[config.mk]
export PLATFORM = sky130hd
export DESIGN_NAME = uxn_screen_cmd_sequencer
export DESIGN_NICKNAME = d
export VERILOG_FILES = /design/src/rtl/uxn_screen_cmd_sequencer_pkg.sv /design/src/rtl/uxn_draw_word_pack.sv /design/src/rtl/uxn_screen_cmd_sequencer.sv
export SDC_FILE = /design/constraint.sdc
export NUM_CORES = 1
export LEC_CHECK = 0
export BUFFER_PORTS_ARGS = -buffer_cell sky130_fd_sc_hd__buf_2
export CORE_ASPECT_RATIO = 1.4
export CORE_MARGIN = 5
export CORE_UTILIZATION = 45
export DETAILED_ROUTE_END_ITERATION = 10
export GPL_ROUTABILITY_DRIVEN = 0
export GPL_TIMING_DRIVEN = 1
export PLACE_DENSITY = 0.69
export SYNTH_ARGS = -nofsm -noshare
export SYNTH_HDL_FRONTEND = slang
export SYNTH_HIERARCHICAL = 1
export SYNTH_SLANG_ARGS = --single-unit
[constraint.sdc]
create_clock -name clk -period 3.15 [get_ports clk]
set_input_delay 0 -clock clk [delete_from_list [all_inputs] [get_ports clk]]
set_output_delay 0 -clock clk [all_outputs]
set_load 0.005 [all_outputs]
[src/rtl/uxn_screen_cmd_sequencer_pkg.sv]
// ============================================================================
// Module  : uxn_screen_cmd_sequencer_pkg
// Brief   : Shared FSM encodings, command field layout and step helper for the
//           Varvara screen command sequencer.
// Revision: 1.0 - initial release
// ============================================================================
`default_nettype none

package uxn_screen_cmd_sequencer_pkg;

    localparam logic [2:0] ST_IDLE = 3'd0;
    localparam logic [2:0] ST_LOAD = 3'd1;
    localparam logic [2:0] ST_W0   = 3'd2;
    localparam logic [2:0] ST_W1   = 3'd3;
    localparam logic [2:0] ST_STEP = 3'd4;
    localparam logic [2:0] ST_WB   = 3'd5;

    localparam int unsigned COORD_W = 9;

    // Bit 7 is "fill" for pixel commands and "2bpp" for sprite commands.
    typedef struct packed {
        logic       mode;
        logic       layer;
        logic       fy;
        logic       fx;
        logic [3:0] color;
    } cmd_t;

    function automatic logic [15:0] step_delta(input logic        en,
                                               input logic        neg,
                                               input logic [15:0] step);
        if (!en) begin
            return 16'd0;
        end
        return neg ? (16'd0 - step) : step;
    endfunction

endpackage

`default_nettype wire

[src/rtl/uxn_draw_word_pack.sv]
// ============================================================================
// Module  : uxn_draw_word_pack
// Brief   : Combinational packer from a screen command to the two 24-bit
//           draw-queue words, plus the all-zero word0 flag.
// Revision: 1.0 - initial release
// ============================================================================
`default_nettype none

module uxn_draw_word_pack
    import uxn_screen_cmd_sequencer_pkg::*;
(
    input  logic                 sprite,
    input  logic [7:0]           cmd_byte,
    input  logic [COORD_W-1:0]   x,
    input  logic [COORD_W-1:0]   y,
    input  logic [15:0]          addr,
    output logic [23:0]          word0,
    output logic [23:0]          word1,
    output logic                 word0_zero
);

    cmd_t       w_cmd;
    logic [2:0] w_ftl;

    assign w_cmd = cmd_t'(cmd_byte);

    // Sprites always set t so their word0 can never look like an empty slot.
    always_comb begin
        if (sprite) begin
            w_ftl = {1'b0, 1'b1, w_cmd.mode};
        end else begin
            w_ftl = {w_cmd.mode, w_cmd.fy, w_cmd.fx};
        end
    end

    assign word0      = {w_cmd.layer, w_cmd.color[1:0], w_ftl, x, y};
    assign word1      = {4'b0000, w_cmd.fy, w_cmd.fx, w_cmd.color[3:2], addr};
    assign word0_zero = (word0 == 24'd0);

endmodule

`default_nettype wire

[src/rtl/uxn_screen_cmd_sequencer.sv]
// ============================================================================
// Module  : uxn_screen_cmd_sequencer
// Brief   : Turns Varvara screen pixel/sprite commands into paced draw-queue
//           records and returns auto-advanced x/y/addr for write-back.
// Revision: 1.0 - initial release
// ============================================================================
`default_nettype none

module uxn_screen_cmd_sequencer
    import uxn_screen_cmd_sequencer_pkg::*;
#(
    parameter logic [15:0] SPR_STEP   = 16'd8,
    parameter logic [15:0] ADDR_STEP1 = 16'd8,
    parameter logic [15:0] ADDR_STEP2 = 16'd16
) (
    input  logic        clk,
    input  logic        reset_n,
    input  logic        cmd_valid,
    output logic        cmd_ready,
    input  logic        cmd_sprite,
    input  logic [7:0]  cmd_byte,
    input  logic [7:0]  auto_byte,
    input  logic [15:0] x_in,
    input  logic [15:0] y_in,
    input  logic [15:0] addr_in,
    input  logic        queue_ready,
    output logic [23:0] queue_data,
    output logic        queue_we,
    output logic        wb_valid,
    output logic [15:0] x_out,
    output logic [15:0] y_out,
    output logic [15:0] addr_out,
    output logic        busy
);

    logic [2:0]  state_q,     state_d;
    logic        sprite_q,    sprite_d;
    logic [7:0]  cmd_q,       cmd_d;
    logic [3:0]  len_q,       len_d;
    logic        auto_addr_q, auto_addr_d;
    logic        auto_y_q,    auto_y_d;
    logic        auto_x_q,    auto_x_d;
    logic [15:0] x_base_q,    x_base_d;
    logic [15:0] y_base_q,    y_base_d;
    logic [15:0] addr_base_q, addr_base_d;
    logic [15:0] cur_x_q,     cur_x_d;
    logic [15:0] cur_y_q,     cur_y_d;
    logic [15:0] cur_addr_q,  cur_addr_d;
    logic [3:0]  cnt_q,       cnt_d;
    logic [15:0] x_out_q,     x_out_d;
    logic [15:0] y_out_q,     y_out_d;
    logic [15:0] addr_out_q,  addr_out_d;

    cmd_t        w_cmd;
    logic [15:0] w_sx;
    logic [15:0] w_sy;
    logic [15:0] w_addr_inc;
    logic [15:0] w_wb_x;
    logic [15:0] w_wb_y;
    logic [15:0] w_wb_addr;
    logic [23:0] w_word0;
    logic [23:0] w_word1;
    logic        w_zero;
    logic        w_unused_auto_bit;

    assign w_unused_auto_bit = auto_byte[3];

    assign w_cmd      = cmd_t'(cmd_q);
    // Burst stepping pairs auto_y with fx and auto_x with fy; write-back does not.
    assign w_sx       = step_delta(auto_y_q, w_cmd.fx, SPR_STEP);
    assign w_sy       = step_delta(auto_x_q, w_cmd.fy, SPR_STEP);
    assign w_addr_inc = auto_addr_q ? (w_cmd.mode ? ADDR_STEP2 : ADDR_STEP1) : 16'd0;

    always_comb begin
        if (sprite_q) begin
            w_wb_x    = x_base_q + step_delta(auto_x_q, w_cmd.fx, SPR_STEP);
            w_wb_y    = y_base_q + step_delta(auto_y_q, w_cmd.fy, SPR_STEP);
            w_wb_addr = cur_addr_q + w_addr_inc;
        end else begin
            w_wb_x    = x_base_q + {15'd0, auto_x_q};
            w_wb_y    = y_base_q + {15'd0, auto_y_q};
            w_wb_addr = addr_base_q;
        end
    end

    uxn_draw_word_pack u_pack (
        .sprite     (sprite_q),
        .cmd_byte   (cmd_q),
        .x          (cur_x_q[COORD_W-1:0]),
        .y          (cur_y_q[COORD_W-1:0]),
        .addr       (cur_addr_q),
        .word0      (w_word0),
        .word1      (w_word1),
        .word0_zero (w_zero)
    );

    always_comb begin
        state_d     = state_q;
        sprite_d    = sprite_q;
        cmd_d       = cmd_q;
        len_d       = len_q;
        auto_addr_d = auto_addr_q;
        auto_y_d    = auto_y_q;
        auto_x_d    = auto_x_q;
        x_base_d    = x_base_q;
        y_base_d    = y_base_q;
        addr_base_d = addr_base_q;
        cur_x_d     = cur_x_q;
        cur_y_d     = cur_y_q;
        cur_addr_d  = cur_addr_q;
        cnt_d       = cnt_q;
        x_out_d     = x_out_q;
        y_out_d     = y_out_q;
        addr_out_d  = addr_out_q;

        case (state_q)
            ST_IDLE: begin
                if (cmd_valid) begin
                    sprite_d    = cmd_sprite;
                    cmd_d       = cmd_byte;
                    len_d       = auto_byte[7:4];
                    auto_addr_d = auto_byte[2];
                    auto_y_d    = auto_byte[1];
                    auto_x_d    = auto_byte[0];
                    x_base_d    = x_in;
                    y_base_d    = y_in;
                    addr_base_d = addr_in;
                    state_d     = ST_LOAD;
                end
            end
            ST_LOAD: begin
                cur_x_d    = x_base_q;
                cur_y_d    = y_base_q;
                cur_addr_d = addr_base_q;
                cnt_d      = sprite_q ? len_q : 4'd0;
                state_d    = ST_W0;
            end
            ST_W0: begin
                // An all-zero word would read as an empty slot, so it is skipped.
                if (w_zero || (queue_ready && !sprite_q)) begin
                    x_out_d    = w_wb_x;
                    y_out_d    = w_wb_y;
                    addr_out_d = w_wb_addr;
                    state_d    = ST_WB;
                end else if (queue_ready) begin
                    state_d = ST_W1;
                end
            end
            ST_W1: begin
                state_d = ST_STEP;
            end
            ST_STEP: begin
                cur_addr_d = cur_addr_q + w_addr_inc;
                if (cnt_q == 4'd0) begin
                    x_out_d    = w_wb_x;
                    y_out_d    = w_wb_y;
                    addr_out_d = w_wb_addr;
                    state_d    = ST_WB;
                end else begin
                    cnt_d   = cnt_q - 4'd1;
                    cur_x_d = cur_x_q + w_sx;
                    cur_y_d = cur_y_q + w_sy;
                    state_d = ST_W0;
                end
            end
            ST_WB: begin
                state_d = ST_IDLE;
            end
            default: begin
                state_d = ST_IDLE;
            end
        endcase
    end

    always_ff @(posedge clk or negedge reset_n) begin
        if (!reset_n) begin
            state_q     <= ST_IDLE;
            sprite_q    <= 1'b0;
            cmd_q       <= 8'd0;
            len_q       <= 4'd0;
            auto_addr_q <= 1'b0;
            auto_y_q    <= 1'b0;
            auto_x_q    <= 1'b0;
            x_base_q    <= 16'd0;
            y_base_q    <= 16'd0;
            addr_base_q <= 16'd0;
            cur_x_q     <= 16'd0;
            cur_y_q     <= 16'd0;
            cur_addr_q  <= 16'd0;
            cnt_q       <= 4'd0;
            x_out_q     <= 16'd0;
            y_out_q     <= 16'd0;
            addr_out_q  <= 16'd0;
        end else begin
            state_q     <= state_d;
            sprite_q    <= sprite_d;
            cmd_q       <= cmd_d;
            len_q       <= len_d;
            auto_addr_q <= auto_addr_d;
            auto_y_q    <= auto_y_d;
            auto_x_q    <= auto_x_d;
            x_base_q    <= x_base_d;
            y_base_q    <= y_base_d;
            addr_base_q <= addr_base_d;
            cur_x_q     <= cur_x_d;
            cur_y_q     <= cur_y_d;
            cur_addr_q  <= cur_addr_d;
            cnt_q       <= cnt_d;
            x_out_q     <= x_out_d;
            y_out_q     <= y_out_d;
            addr_out_q  <= addr_out_d;
        end
    end

    assign cmd_ready  = (state_q == ST_IDLE);
    assign busy       = (state_q != ST_IDLE);
    assign wb_valid   = (state_q == ST_WB);
    assign queue_we   = ((state_q == ST_W0) && queue_ready && !w_zero) || (state_q == ST_W1);
    assign queue_data = (state_q == ST_W0) ? w_word0 :
                        (state_q == ST_W1) ? w_word1 : 24'd0;
    assign x_out      = x_out_q;
    assign y_out      = y_out_q;
    assign addr_out   = addr_out_q;

endmodule

`default_nettype wire
==> metrics.md <==
| Metric | Value |
|---|---|
| Minimum hold slack | 33.0 ps |
| WP data required | 3510 ps |
| Critical Path Fanout Max | 12 |
| CP Capture Type | register |
| Total Power | 0.0121 W |
| Top-level I/O count | around 150 |
| CTS tree | yes |
| Hpwl dp | 16500 um |
| Synth top area cells | dfrtp_1 (43%), mux2_2 (8.0%), ha_1 (5.8%), nand2_1 (4.7%), buf_4 (4.4%) |
| Met1 track demand over resource | 0.256 |
| Min Tclk post-route | 2890 ps |
| Most Crowded Layer GR | met2 |
| Mean post-synth cell area | 9.99 um^2 |
| Crit share post-route | 0.918 |
| Global Route met3 Usage | 0.0368 |
| YS warnings | 6 |
| Vias per cell | around 5.5 |
| Clock Path Buffers | 2 |
| Vias in the first global route | 7398 |
| DR DRC count | 0 |
| Placed insts | 1225 |
| Worst-Margin Slew | 880 ps |
| Finished Layout Cells | around 1.3k |
| Final hold viol count | 0 |
| First-pass GRT wire length | 37800 um |
| H-tree depth | 4 |
| Global route overflow | 0 |
| Crit path DAT | approximately 3300 ps |
| GRT Total Usage | 0.209 |
| ANT nets after route | 0 |
| Fin Setup TNS | 0 ps |
| PD cells | roughly 1100 nW/um^2 |
| Leak | 5.14 nW |
| Final setup fails | 0 |
| Fraction of registers with async set/reset | 1.00 |
| Setup Crit Path Kind | register to register |
| 1st-iter DRT viols | 408 |
| Ant diodes | 0 |
| Initial antenna violation count | 0 |
| WL final | 23100 um |
| Std-Cell Rows | 61 |
| Fill cells | between 1.5k and 2k |
| Final count of pins violating max slew | 0 |
| Synth Instances | 900 |
| Reg2reg start | sprite_q |
| R2R Setup Slk | 260 ps |
| Die width | 129 um |
| 1st-pass router iterations | 6 |
| Clock sink count | 153 |
| Max-cap viol count | 0 |
| Total number of vias | 7252 |
| Slew margin rel. | 0.413 |
| Crit. Startpoint | sprite_q |
| Seq/Total Area, Yosys | 0.426 |
| P&R area growth vs syn | 21.3% |
| Met2 Track Usage GR | 0.367 |
| Std-Cell Core Area | 19800 um^2 |
| Initial Util | 0.455 |
| Die H | around 180 um |
| Synth Register Bits | roughly 150 |
| Synth Flop Type | dfrtp_1 |
| Fraction of layout cells with a size suffix above 1 | 0.257 |
| Skew final | 9.24 ps |
| Nets | between 1k and 1.5k |
| Root Buffer | clkbuf_16 |
| Fmax | between 0.3 and 0.4 GHz |
| Yosys cell types | 74 |
| CTS buffer count | 17 |
| Status | complete, no violations |
| Clock slew at reported path FFs | 70 ps |
| DR WL/cell | 17.5 um |
| Hold WC Path Type | input pin to register |
| Post-synth EDFFs | 0 |
| CP startpoint kind | register |
| Post-synth top area cell | dfrtp_1 |
| IO Port Bufs | between 100 and 150 |
| Worst VDD drop | 0.000513 V |
| Mapped Area | 8990 um^2 |
| Yosys top cell area share | 0.426 |
| Largest net degree at the start of global routing | 95 |
| Worst-Skew Late Latency | 430 ps |
| Worst Hold Launch | queue_ready |
| RSZ-0062 raised after global routing | false |
| Die ar. | 22900 um^2 |
## per-stage QoR
| step | area (um^2) | setup WS [ps] | utilization |
|---|---|---|---|
| after CTS | 10900 | 300 | 0.552 |
| after global placement | 9650 | 352 | 0.488 |
| after global routing | 10900 | 30.8 | 0.552 |
| after detailed placement | 9650 | 311 | 0.488 |
| final | 10900 | 257 | 0.552 |
| after floorplan | 9000 | 332 | - |
## critical path: stages (launching register included)
cell and delay (ps):
dfrtp_1 590, and3_1 280, buf_4 220, ha_1 280, o21ai_0 200, a21boi_0 510, a41oi_1 230, a2111o_1 420
nand4_1 90
## Yosys cell counts (9+ instances only)
| master | n |
|---|---|
| nand2_1 | 113 |
| inv_1 | 29 |
| xor2_1 | 13 |
| a21oi_1 | 32 |
| a21o_1 | 21 |
| dfrtp_1 | 153 |
| nand3_1 | 16 |
| buf_2 | 9 |
| ha_1 | 42 |
| mux2_2 | 64 |
| and3_1 | 10 |
| mux2i_1 | 10 |
| a22o_1 | 24 |
| nor2_1 | 49 |
| nor3_1 | 13 |
| clkbuf_1 | 26 |
| a211oi_1 | 10 |
| a31oi_1 | 17 |
| xnor2_1 | 18 |
| nor4_1 | 9 |
| o21ai_0 | 49 |
| buf_4 | 53 |
## cell families (layout without fill, tap and decap cells)
| kind of cell | after synthesis | count (layout) | synth area share |
|---|---|---|---|
| compound gates | 218 | 218 | 0.172 |
| xor+xnor | 31 | 31 | 0.0302 |
| fa+ha+maj | 45 | 45 | 0.0651 |
| buf+inv | 121 | 289 | 0.0756 |
| flops | 153 | 153 | 0.426 |
| mux | 75 | 75 | 0.0929 |
| other cells | 1 | 4 | 0.000417 |
| simple gates | 256 | 256 | 0.138 |
## power breakdown
group	total (W)	switching, W	leakage (nW)	internal, W
registers	0.00394	0.000974	1.82	0.00296
clock network	0.00211	0.000834	0.281	0.00127
logic	0.00601	0.00320	3.03	0.00281
total	0.0121	0.00501	5.14	0.00704
## path summary, 6_finish.rpt
path | endpoint | depth (start not counted)
hold / removal | state_q[0] | 5
setup reg to reg | x_out[15] | 8
hold reg to reg | x_out[1] | 2
setup / recovery | x_out[15] | 8
max in group asynchronous | cmd_q[1] | 3
min in group asynchronous | x_base_q[4] | 2
## layout make-up
| type | instances | area (um^2) | area share |
|---|---|---|---|
| clock inverters | 10 | 144 | 0.0132 |
| flip-flops and latches | 153 | 3830 | 0.351 |
| repair buffers | 228 | 1550 | 0.142 |
| clock buffers | 22 | 454 | 0.0417 |
| well taps | 252 | 315 | 0.0289 |
| multi-input cells | 629 | 4500 | 0.413 |
| inverters | 29 | 109 | 0.00998 |
## per-layer routing
| metal | wire length [um] | vias up |
|---|---|---|
| met1 | 9610 | 3501 |
| met2 | 11900 | 201 |
| li1 | - | 3515 |
| met5 | 0 | - |
| met3 | 1060 | 35 |
| met4 | 586 | 0 |
## registers in the layout, indices dropped and copies added (netlist names)
signal and flops:
x_out 16, auto_addr_q 1, y_out 16, x_base_q 16, cur_x_q 9, len_q 4
cmd_q 8, auto_x_q 1, cnt_q 4, state_q 3, cur_y_q 9, auto_y_q 1
sprite_q 1, y_base_q 16, cur_addr_q 16, addr_out 16, addr_base_q 16
## layout by cell type (no fill, tap or decap), drive strengths merged, types with 4 or more instances in the layout
| master | n |
|---|---|
| buf | 162 |
| dfrtp | 153 |
| nand2 | 114 |
| dlygate4sd3 | 66 |
| mux2 | 65 |
| o21ai | 52 |
| nor2 | 49 |
| ha | 42 |
| a21oi | 32 |
| inv | 30 |
| a22o | 24 |
| clkbuf | 22 |
| a21o | 21 |
| xnor2 | 18 |
| a31oi | 17 |
| nand3 | 16 |
| nor3 | 14 |
| xor2 | 13 |
| nor4 | 11 |
| a211oi | 10 |
| and3 | 10 |
| mux2i | 10 |
| and2 | 8 |
| a22oi | 7 |
| a211o | 7 |
| o31ai | 7 |
| nor3b | 7 |
| nand2b | 6 |
| nand4 | 5 |
| a221o | 4 |
| a311o | 4 |
| conb | 4 |
## repair_timing
item	CTS	global route
endpoints found under the hold margin	155	0
resized for setup	0	0
hold buffers	66	0
buffers inserted	0	0
Power figures use the tool's default switching activity.
